**src/rtl/mem_access_unit.sv**
```systemverilog
// MEM-stage load/store engine: request/acknowledge bus master with byte lanes and load extension.
// Optional build macro MEM_MISALIGN_TRAP_EN: trap misaligned accesses instead of truncating them.
module mem_access_unit (
    input  logic        clk,
    input  logic        rst,
    input  logic        sig_memread,
    input  logic        sig_memwrite,
    input  logic [2:0]  sig_memrdwidth,
    input  logic [1:0]  sig_memwrwidth,
    input  logic [31:0] addr,
    input  logic [31:0] wdata,
    output logic        stall,
    output logic [31:0] load_data,
    output logic        load_valid,
    output logic        misalign_err,
    output logic        bus_req,
    output logic        bus_we,
    output logic [31:0] bus_addr,
    output logic [31:0] bus_wdata,
    output logic [3:0]  bus_wstrb,
    input  logic        bus_ack,
    input  logic [31:0] bus_rdata
);

    localparam logic [1:0] S_IDLE = 2'd0;
    localparam logic [1:0] S_REQ  = 2'd1;
    localparam logic [1:0] S_DONE = 2'd2;

    logic [1:0] state;
    logic [2:0] rdwidth_q;
    logic [1:0] off_q;
    logic       is_read_q;
    logic       misalign_q;
    logic       mem_op;
    logic       trap;

    function automatic logic [3:0] store_strb(input logic [1:0] w, input logic [1:0] o);
        case (w)
            2'b00:   return 4'b0001 << o;
            2'b01:   return 4'b0011 << {o[1], 1'b0};
            default: return 4'hF;
        endcase
    endfunction

    function automatic logic [31:0] store_data(input logic [1:0] w, input logic [31:0] d);
        case (w)
            2'b00:   return {4{d[7:0]}};
            2'b01:   return {2{d[15:0]}};
            default: return d;
        endcase
    endfunction

    // Halfword offsets drop bit 0 and words ignore the offset, so misaligned
    // accesses read the aligned container when not trapped.
    function automatic logic [31:0] load_extract(input logic [2:0] f3, input logic [1:0] o,
                                                 input logic [31:0] r);
        logic [1:0]  oe;
        logic [31:0] w;
        case (f3[1:0])
            2'b00:   oe = o;
            2'b01:   oe = {o[1], 1'b0};
            default: oe = 2'b00;
        endcase
        w = r >> {oe, 3'b000};
        case (f3)
            3'b000:  return {{24{w[7]}}, w[7:0]};
            3'b100:  return {24'h0, w[7:0]};
            3'b001:  return {{16{w[15]}}, w[15:0]};
            3'b101:  return {16'h0, w[15:0]};
            default: return r;
        endcase
    endfunction

`ifdef MEM_MISALIGN_TRAP_EN
    function automatic logic is_misaligned(input logic rd, input logic [2:0] rw,
                                           input logic [1:0] ww, input logic [1:0] o);
        logic [1:0] sz;
        sz = rd ? rw[1:0] : ww;
        return (sz == 2'b01 && o[0]) || (sz == 2'b10 && o != 2'b00);
    endfunction

    assign trap = is_misaligned(sig_memread, sig_memrdwidth, sig_memwrwidth, addr[1:0]);
`else
    assign trap = 1'b0;
`endif

    assign mem_op       = sig_memread | sig_memwrite;
    assign stall        = mem_op & (state != S_DONE);
    assign misalign_err = misalign_q;

    always_ff @(posedge clk or posedge rst) begin
        if (rst) begin
            state      <= S_IDLE;
            rdwidth_q  <= 3'b000;
            off_q      <= 2'b00;
            is_read_q  <= 1'b0;
            misalign_q <= 1'b0;
            bus_req    <= 1'b0;
            bus_we     <= 1'b0;
            bus_addr   <= 32'h0;
            bus_wdata  <= 32'h0;
            bus_wstrb  <= 4'h0;
            load_data  <= 32'h0;
            load_valid <= 1'b0;
        end else begin
            load_valid <= 1'b0;
            misalign_q <= 1'b0;
            case (state)
                S_IDLE: begin
                    if (mem_op) begin
                        rdwidth_q <= sig_memrdwidth;
                        off_q     <= addr[1:0];
                        is_read_q <= sig_memread;
                        if (trap) begin
                            state      <= S_DONE;
                            misalign_q <= 1'b1;
                            load_data  <= 32'h0;
                        end else begin
                            state     <= S_REQ;
                            bus_req   <= 1'b1;
                            bus_we    <= ~sig_memread;
                            bus_addr  <= {addr[31:2], 2'b00};
                            bus_wdata <= store_data(sig_memwrwidth, wdata);
                            bus_wstrb <= sig_memread ? 4'h0 : store_strb(sig_memwrwidth, addr[1:0]);
                        end
                    end
                end
                S_REQ: begin
                    if (bus_ack) begin
                        state     <= S_DONE;
                        bus_req   <= 1'b0;
                        bus_we    <= 1'b0;
                        bus_wstrb <= 4'h0;
                        if (is_read_q) begin
                            load_data  <= load_extract(rdwidth_q, off_q, bus_rdata);
                            load_valid <= 1'b1;
                        end
                    end
                end
                // DONE lasts one cycle; the pipeline advances on this edge.
                S_DONE:  state <= S_IDLE;
                default: state <= S_IDLE;
            endcase
        end
    end

endmodule

```
**config.mk**
```make
export PLATFORM = sky130hd
export DESIGN_NAME = mem_access_unit
export DESIGN_NICKNAME = d
export VERILOG_FILES = /design/src/rtl/mem_access_unit.sv
export SDC_FILE = /design/constraint.sdc
export NUM_CORES = 1
export LEC_CHECK = 0
export ABC_AREA = 1
export CAP_MARGIN = 30
export CORE_MARGIN = 8
export CORE_UTILIZATION = 30
export DETAILED_ROUTE_END_ITERATION = 6
export PLACE_DENSITY = 0.61
export SLEW_MARGIN = 10
export SYNTH_ARGS = -nofsm -noshare
export SYNTH_HDL_FRONTEND = slang
export SYNTH_SLANG_ARGS = --single-unit
```
**constraint.sdc**
```tcl
create_clock -name clk -period 9.1 [get_ports clk]
set_input_delay 2.73 -clock clk [delete_from_list [all_inputs] [get_ports clk]]
set_output_delay 2.73 -clock clk [all_outputs]
set_load 0.01 [all_outputs]
```
Word level (Yosys, flattened, before mapping) --
Cells that the tools add are included.
Word-level totals: flip-flop bits (word level) 109, input port bits 106, output and inout port bits 105, word-level logic and storage cells 57
Cells by class: equal/unequal tests 9, shifts and indexed selects 3, multiplexer cells 22, bitwise logic cells 3, reduce and logical (&&, ||, !) cells 9
Operators with widths (count):
- $pmux 32 s4 | 1
- $pmux 32 s2 | 1
- $shr 32x5->16 | 1
- $pmux 4 s2 | 2
- $mux 4 | 3
- $mux 2 | 5
- $pmux 2 s2 | 2
- $eq 2x1->1 const B | 3
- $eq 3x3->1 const B | 2
- $logic_not 2->1 | 3
- $mux 1 | 6
- $ne 2x2->1 const B | 3
- $reduce_and 3->1 | 2
- $pmux 1 s2 | 2
- $reduce_and 2->1 | 2
- $shl 1x2->4 const A | 1
- $shl 2x2->4 const A | 1
- $eq 3x1->1 const B | 1
- $logic_not 3->1 | 1
- $reduce_bool 2->1 | 1
- $and 1x1->1 | 1
- $not 1->1 | 1
- $or 1x1->1 | 1

Logic depth before layout (Yosys ltp) --
word-level depth 7, gate-level depth with buffers 10, gate-level depth less buffers 9

Worst setup path before layout --
Ideal clock, no wire load.
path kind in2out, from input port sig_memread, to output port stall, data arrival time 3.152 ns, data required time 6.370 ns, setup slack 3.218 ns, stages 2, path buffers 0, path through or2_0 > a21boi_0
On the way: word-level cells in the longest chain between the ends 2
RTL lines:
- start: declaration | line 6 | input logic sig_memread,
- $or 1x1->1 | line 87 | assign mem_op = sig_memread | sig_memwrite;
- $and 1x1->1 | line 88 | assign stall = mem_op & (state != S_DONE);
- end: declaration | line 12 | output logic stall,
No other way between the ends.

Final worst setup path --
Same ends and word-level chain as after synthesis.

==> out/metrics.cfg <==
[status]
status = complete, no violations

[die]
die_area_mm2 = 0.0222
die_y_um = 149
io_pins = 211
rows = 48
die_width_um = 149
initial_utilization = 0.307
coreArea_mm2 = 0.0173

[logic_synthesis]
ys_seq_elements = 109
syn_inst = 665
syn_avg_cell_area_um2 = 7.99
yosys_warnings = 0
ys_seq_area_frac = 0.513
netlist-cell-type-count = 30
syn_area_mm2 = 0.00531

[critical_path]
cp_max_fo = 3
reg2reg_depth = 7
r2r_end = bus_wdata[22]$_DFFE_PP0P_
cp_data_arrival_time_ps = 4250
start_kind = input pin
regToRegStartpoint = state[1]$_DFFE_PP0P_
cp.required_ps = 6370
worstSetupPathType = input pin to output port
crit_top_cell = clkdlybuf4s50_1
max_stage_delay_ps = 580
path_cells = clkdlybuf4s50_1 > or2_0 > a21boi_0 > clkdlybuf4s50_1
worst_path_max_delay_cell = clkdlybuf4s50_1
reg2reg_slack_ps = 6700
critPathCaptureType = output port

[place]
hpwl_mm = 13.0
gp_congestion = 0.809
portBuffers = 207

[finish]
diodes = 0
area_growth_pct = 47.6
final_common_cell = nand2_1
final_cell_mix = 237 x nand2_1, 207 x clkdlybuf4s50_1, 109 x dfrtp_1, 49 x nand3_1, 47 x nor2_1
final_nets = 956
layout-drive-gt1-share = 0.0795

[grt]
antenna_found_initial = 0
grt_max_degree = 68
overflow = 0
grt_pass1_vias = 5011
grt_use_total = 0.163
grt_first_pass_wirelength_mm = 28.4

[timing]
final-setup-viol-count = 0
worst_pin_slew_ps = 801
finalClockSkew_ps = 10.0
rsz0062_at_grt = false
fin_crit_ps = 6980
drv_slew = 0
fmax_mhz = 143
final_hold_viol_count = 0
finalSetupTns_ps = 0
slew_headroom = 0.466
finalCritPeriodShare = 0.767

[drt]
viasPerCell = 4.68
routed_wl_mm = 18.3
vias = 5055
route.detailed.drc = 0
ant_nets = 0
dr.pass1.iters = 5
drt_iter0_drc = 314
avgRoutedWirePerCell_um = 16.9

[power_and_ir_drop]
p_clk_frac = 0.162
netSwitchingPower_mw = 1.04
peakVddDrop_v = 0.000173
power_mw = 2.62
intPower_mw = 1.58
power.density_mw_per_mm2 = 334
seq_power_share = 0.332
comb_power_share = 0.506
swShare = 0.398
power.leakage_nw = 3.66

[job]
cap_viol_max_count = 0

[clock_tree]
tritoncts = built
hold_buffers = 0
postCtsSetupRepairBufs = 0
cts_root_buf = clkbuf_16
clock_path_buffers = 2
cts-htree-levels = 3
cts_sinks = 109
cts_inserted_buffers = 9
cts-resized-gates = 0
path_clk_slew_ps = 70
clock_latency_ps = 360

[worst_hold_path]
min_path_type = register to register
min_to = bus_wdata[2]$_DFFE_PP0P_
holdPathStages = 2
hold_start = bus_wdata[2]$_DFFE_PP0P_

power groups by stage:
stage | clock, mW | sequential, mW | combinational [mW]
4_1_cts | 0.436 | 0.887 | 1.32
5_1_grt | 0.453 | 0.901 | 1.46
6_report | 0.423 | 0.870 | 1.33
3_5_place_dp | 0 | 0.888 | 1.32
3_3_place_gp | 0 | 0.883 | 1.31
2_1_floorplan | 0 | 0.944 | 0.616
synthesized netlist by cell type (all sizes together):
cell type / count / area (µm²)
nand2: 242 / 937
dfrtp: 109 / 2730
nand3: 64 / 410
nor2: 50 / 223
inv: 44 / 168
a21oi: 41 / 205
o21ai: 33 / 165
buf: 28 / 169
or2: 18 / 113
a31oi: 16 / 100
clkbuf: 13 / 48.8
o31ai: 2 / 15.0
a21boi: 1 / 7.51
conb: 1 / 3.75
nand3b: 1 / 7.51
nor3: 1 / 5.00
o211ai: 1 / 7.51
per-stage QoR:
stage	utilization	cell area [µm²]	hold slack, ps	setup WS (ps)	instances
after global placement	0.434	7500	453	2200	1063
final	0.453	7840	483	2120	1080
after global routing	0.453	7840	503	2050	1080
after detailed placement	0.434	7500	465	2110	1063
after floorplan	-	5320	472	3220	667
after CTS	0.452	7810	485	2090	1079
registers in the layout, summed over array words and instances, names as in the netlist:
name and cells:
bus_req 1, load_data 32, bus_we 1, load_valid 1, bus_wstrb 4, bus_addr 30, is_read_q 1, bus_wdata 32
rdwidth_q 3, state 2, off_q 2
how the worst max path moves through the flow:
stage	startpoint	to	slack, ps	cells past startpoint
4_1_cts	sig_memread	stall	2090	4
5_1_grt	sig_memread	stall	2050	4
3_5_place_dp	sig_memread	stall	2110	4
3_3_place_gp	sig_memread	stall	2200	4
2_1_floorplan	sig_memread	stall	3220	2
6_report	sig_memread	stall	2120	4
critical path, delay by kind of cell:
kind / cells / cell delay, ps
AND/OR/NAND/NOR: 1 / 200
AO/OA/AOI/OAI: 1 / 240
buffers and inverters: 2 / 1070
metal layers:
metal	routed length (µm)	track usage	share of wire
met1	7710	0.207	0.42
met2	8090	0.242	0.44
met3	2280	0.0731	0.12
met4	169	0.0485	0.0093
met5	0	0	0
cell type report:
class                      count  area, µm²
sequential                   109       2730
clock buffer                   9        225
inverter                      44        170
fill                        1764       9460
multi-input combinational    473       2210
clock inverter                 7       90.1
timing repair buffer         213       2140
tap                          225        282
cell families (layout without fill, tap and decap cells):
group / Yosys count / in the layout / share of synthesized area
buffers and inverters: 85 / 273 / 0.0725
other: 1 / 3 / 0.000706
AND/OR/NAND/NOR: 376 / 376 / 0.319
AO/OA/AOI/OAI: 94 / 94 / 0.0942
flip-flops: 109 / 109 / 0.513
Power figures use the tool's default switching activity.
==> variant 1: new RTL, same settings <==
Build with the macro `MEM_MISALIGN_TRAP_EN` defined.
--- a/src/rtl/mem_access_unit.sv
+++ b/src/rtl/mem_access_unit.sv
@@ -1,4 +1,6 @@
 // MEM-stage load/store engine: request/acknowledge bus master with byte lanes and load extension.
 // Optional build macro MEM_MISALIGN_TRAP_EN: trap misaligned accesses instead of truncating them.
+`define MEM_MISALIGN_TRAP_EN
+
 module mem_access_unit (
     input  logic        clk,
Check against the original RTL: not equivalent (Yosys sat finds a counterexample within 4 cycles, from zero or initial values and one cycle with rst high).
==> variant 1 against the unedited design <==
Core utilization decreased by 0.97 points; power decreased by 7.3%; via count increased by 2.5%; synthesized area increased by 1.5%; routed wire length about the same; worst hold slack got worse by 0.012 ns; setup slack got worse by 0.54 ns; combinational power decreased by 9%; sequential cell count increased by 1; non-clock buffer count unchanged; register-to-register slack improved by 0.13 ns; final area increased by 0.59%.
==> variant 1: results (changes against the unedited design) <==
** Synthesis
- The sequential share of the synthesized area was 51.04% (-0.30 points).
- Yosys cell types :: 26 (-13%)
- Most area-consuming cells after synthesis :: sky130_fd_sc_hd__dfrtp_1 51%, sky130_fd_sc_hd__nand2_1 17%, sky130_fd_sc_hd__nand3_1 7.7%, sky130_fd_sc_hd__o21ai_0 5.8%, sky130_fd_sc_hd__nor2_1 3.2%
- Counting instances in the post-synthesis netlist gives the leading cell types as 250 x sky130_fd_sc_hd__nand2_1, 110 x sky130_fd_sc_hd__dfrtp_1, 83 x sky130_fd_sc_hd__nand3_1.
- The share of synthesized area spent on multiplexers was 0.2088% (+0.21 points).
- Synthesized-area fraction occupied by ao, oa, aoi and oai cells :: 11.58% (+2.2 points)

** Drt
- Met2 Routed Length :: 7.630 mm (-5.7%)
- Average vias per placed instance :: 4.666 (-0.32%)
- In this run the top signal layer used is met5.
- The final wirelength is 18.25 mm (about the same).

** GRT
- The largest net degree at the start of global routing came to 95 (+40%).
- GR met2 Demand/Resource :: 24.21% (about the same)
- First-pass GRT wire length :: 28.65 mm (+0.97%)
- The global routing usage summed across all routing layers came to 16.25% (about the same).
- Antenna violations before repair :: 1 (+1)
- The number of global-route vias before repair is 5214 (+4.1%).

** Placed design
- Placed inst area :: 7576 um2 (+1.0%)
- HPWL after detailed placement :: 13.28 mm (+2.0%)
- Count of port buffers added during placement :: 208 (+0.48%)
- The worst setup slack before clock tree synthesis came to 1.559 ns (-0.5528 ns).

** Critical path
- Reg2Reg Depth :: 8 (+1)
- The worst-case register-to-register setup slack came to 6.83 ns (+0.13 ns).
- The arrival time reported for the critical path endpoint was 4.79 ns (+0.54 ns).

** Finish
- The filler-free cell count of the finished design was 1110 (+2.8%).
- The fraction of final layout cells with drive strength greater than 1 is 4.313% (-3.6 points).
- Final nets :: 983 (+2.8%)

** STA
- Period utilisation layout :: 82.65% (+6.0 points)
- The worst clock skew came to 0.009520 ns (-0.0005036 ns).
- Min Hold Slack :: 0.4706 ns (-0.01210 ns)

** Pwr
- The power attributed to sequential cells came to 826 uW (-5.1%).
- Peak supply drop :: 150.5 uV (-13%)
- Ratio of total power to cell area :: 307.7 nW/um2 (-7.9%)
- Standby leakage power :: 3.675 nW (+0.37%)
- The combinational fraction of design power is 50.0% (-0.6 points).
- Switching component of the power :: 987.1 uW (-5.3%)

** Worst hold path
- The startpoint identified for the worst hold timing path is bus_addr[3].
- The path with the worst hold slack has its endpoint at bus_addr[3].

** Outcome
- The run finished with clean final reports.
-- variant 1: cell count changes after synthesis, moves of 3 or more --
cell,unedited run,this run
sky130_fd_sc_hd__a22o_1,0,8
sky130_fd_sc_hd__nand3_1,49,83
sky130_fd_sc_hd__a31oi_1,16,0
sky130_fd_sc_hd__nand3_2,13,2
sky130_fd_sc_hd__or2_2,17,0
sky130_fd_sc_hd__o21ai_0,22,63
sky130_fd_sc_hd__a21oi_1,41,27
sky130_fd_sc_hd__nand2_1,238,250
sky130_fd_sc_hd__inv_1,39,28
sky130_fd_sc_hd__buf_6,3,6
sky130_fd_sc_hd__o21ai_1,11,16
-- variant 1: cell type report --
| class | count | area (um2) |
|---|---|---|
| clock buffers | 11 | 252.7 |
| clock inverters | 4 | 31.28 |
| fillers | 1834 | 9892 |
| inverters | 33 | 126.4 |
| multi-input cells | 510 | 2278 |
| flip-flops and latches | 110 | 2753 |
| well taps | 229 | 286.5 |
| repair buffers | 213 | 2160 |
==> variant 2: new RTL, same flow settings <==
Made on the original files. Reset style: synchronous (`rst`), changed in one clocked block.
--- a/src/rtl/mem_access_unit.sv
+++ b/src/rtl/mem_access_unit.sv
@@ -89,5 +89,5 @@
     assign misalign_err = misalign_q;
 
-    always_ff @(posedge clk or posedge rst) begin
+    always_ff @(posedge clk) begin
         if (rst) begin
             state      <= S_IDLE;
Function: differs if rst is asserted again (counterexample within 4 cycles, from zero or initial values and one cycle with rst high); with rst held inactive, the same outputs for 4 cycles.
==> variant 2 against the unedited design <==
Sequential cell count stayed put; first-iteration DRC count is 8.9% higher; critical path depth stayed put; synthesized area is 7.6% lower; worst hold slack worse by 0.021 ns; setup slack better by 0.12 ns; die area is 6.8% lower; core utilization is 0.74 points higher; final area is 6.3% lower; routed wire length is 3.0% lower.
Power is not compared: it rests on default switching activity, and its combinational part moved more than twofold at a synthesized area within 25%.
==> variant 2: results (changes against the unedited design) <==
** Outcome
- Outcome :: finished, final reports clean

** Drt
- The number of iterations in the first detailed-routing pass was 4 (-1).
- The routed wire length per instance was 16.34 um (-3.3%).
- The number of vias after detailed routing came to 5106 (+1.0%).

** Critical path
- Arrival time at the worst endpoint :: 4.13 ns (-0.12 ns)
- R2R Path Start :: state[1]
- The number of cells traversed by the worst register-to-register path was 8 (+1).
- The maximum fanout along the worst path is 2 (-1).
- In this run the critical register-to-register path is captured at bus_wstrb[0].
- Flop-to-flop setup slack :: 6.30 ns (-0.40 ns)

** Finish
- Share of cells above drive strength 1 :: 5.306% (-2.6 points)
- The total of fill cells in the finished design was 1676 (-5.0%).
- The filler-free cell count of the finished design was 1083 (+0.28%).
- The antenna diode count came to 0 (unchanged).
- Final nets :: 968 (+1.3%)

** STA
- Worst-margin pin slew :: 0.8321 ns (+0.03088 ns)
- The worst clock skew was 0.004756 ns (-0.005268 ns).

** Synthesis
- Average size of a mapped cell :: 7.136 um2 (-11%)
- Most area-consuming cells after synthesis :: sky130_fd_sc_hd__dfxtp_1 44%, sky130_fd_sc_hd__nor2_1 9.9%, sky130_fd_sc_hd__nand2_1 8.8%, sky130_fd_sc_hd__o21ai_0 8.7%, sky130_fd_sc_hd__a21oi_1 6.0%
- Fraction of registers with async set/reset :: 0% (-100 points)
- The sequential share of the synthesized area came to 44.44% (-6.9 points).
- Commonest cells in the synthesized netlist :: 130 x sky130_fd_sc_hd__nor2_1, 115 x sky130_fd_sc_hd__nand2_1, 109 x sky130_fd_sc_hd__dfxtp_1
- Among all flip-flop cells after synthesis, the most frequent one is sky130_fd_sc_hd__dfxtp_1.

** Placed design
- The global placement routability congestion came to 0.8542 (+5.6%).
- HPWL after detailed placement :: 12.58 mm (-3.4%)

** Clock network
- The deepest clock path buffer count came to 2 (unchanged).

** GRT
- Via count of the first global-routing pass :: 4894 (-2.3%)
- The global routing usage summed across all routing layers came to 16.57% (+0.32 points).
- The global-route wire length before repair came to 26.61 mm (-6.2%).
[variant 2: layout make-up]
type | instances | share of cell area (%)
Clock buffer | 9 | 3.066
Clock inverter | 7 | 1.243
Inverter | 43 | 2.197
Multi-Input combinational cell | 488 | 31.49
Sequential cell | 109 | 29.71
Tap cell | 216 | 3.679
Timing Repair Buffer | 211 | 28.62
[variant 2: logic make-up after synthesis]
kind of cell / share of synthesized area, %
AND/OR/NAND/NOR: 28.59
other: 0.07638
AO/OA/AOI/OAI: 18.30
buffers and inverters: 8.588
flip-flops: 44.44
[variant 2: where the power goes]
part,leakage (nW),total (mW),internal (mW),switching [mW]
Sequential,0.898,0.542,0.518,0.0241
Combinational,1.97,0.316,0.150,0.166
Clock,0.151,0.419,0.221,0.199
[variant 2: through the flow]
| step | hold slack (ns) | cell area (um2) | setup WS [ns] |
|---|---|---|---|
| finish | 0.4619 | 7346 | 2.243 |
| global route | 0.4888 | 7346 | 2.184 |
| CTS | 0.4673 | 7346 | 2.233 |
| detailed placement | 0.4556 | 7029 | 2.233 |
| global placement | 0.4492 | 7029 | 2.239 |
| floorplan | 0.4584 | 4917 | 3.184 |
[variant 2: how the worst max path moves through the flow]
stage | from | to | slack (ns) | cells past startpoint
after floorplan | sig_memread | stall | 3.18 | 2
after global placement | sig_memread | stall | 2.24 | 4
after detailed placement | sig_memwrite | stall | 2.23 | 4
after CTS | sig_memwrite | stall | 2.23 | 4
after global routing | sig_memread | stall | 2.18 | 4
final | sig_memwrite | stall | 2.24 | 4
[variant 2: routing by layer]
metal	track usage [%]	up-vias	wire length [um]
met1	19.73	2290	7321
met3	6.768	18	1987
met4	5.700	0	255
met5	0	-	0
met2	26.38	200	8137
li1	-	2598	-
[variant 2: worst max-delay path, stage by stage]
cell and delay [ns]:
sky130_fd_sc_hd__clkdlybuf4s50_1 0.44, sky130_fd_sc_hd__or2_2 0.33, sky130_fd_sc_hd__a21boi_0 0.13, sky130_fd_sc_hd__clkdlybuf4s50_1 0.50
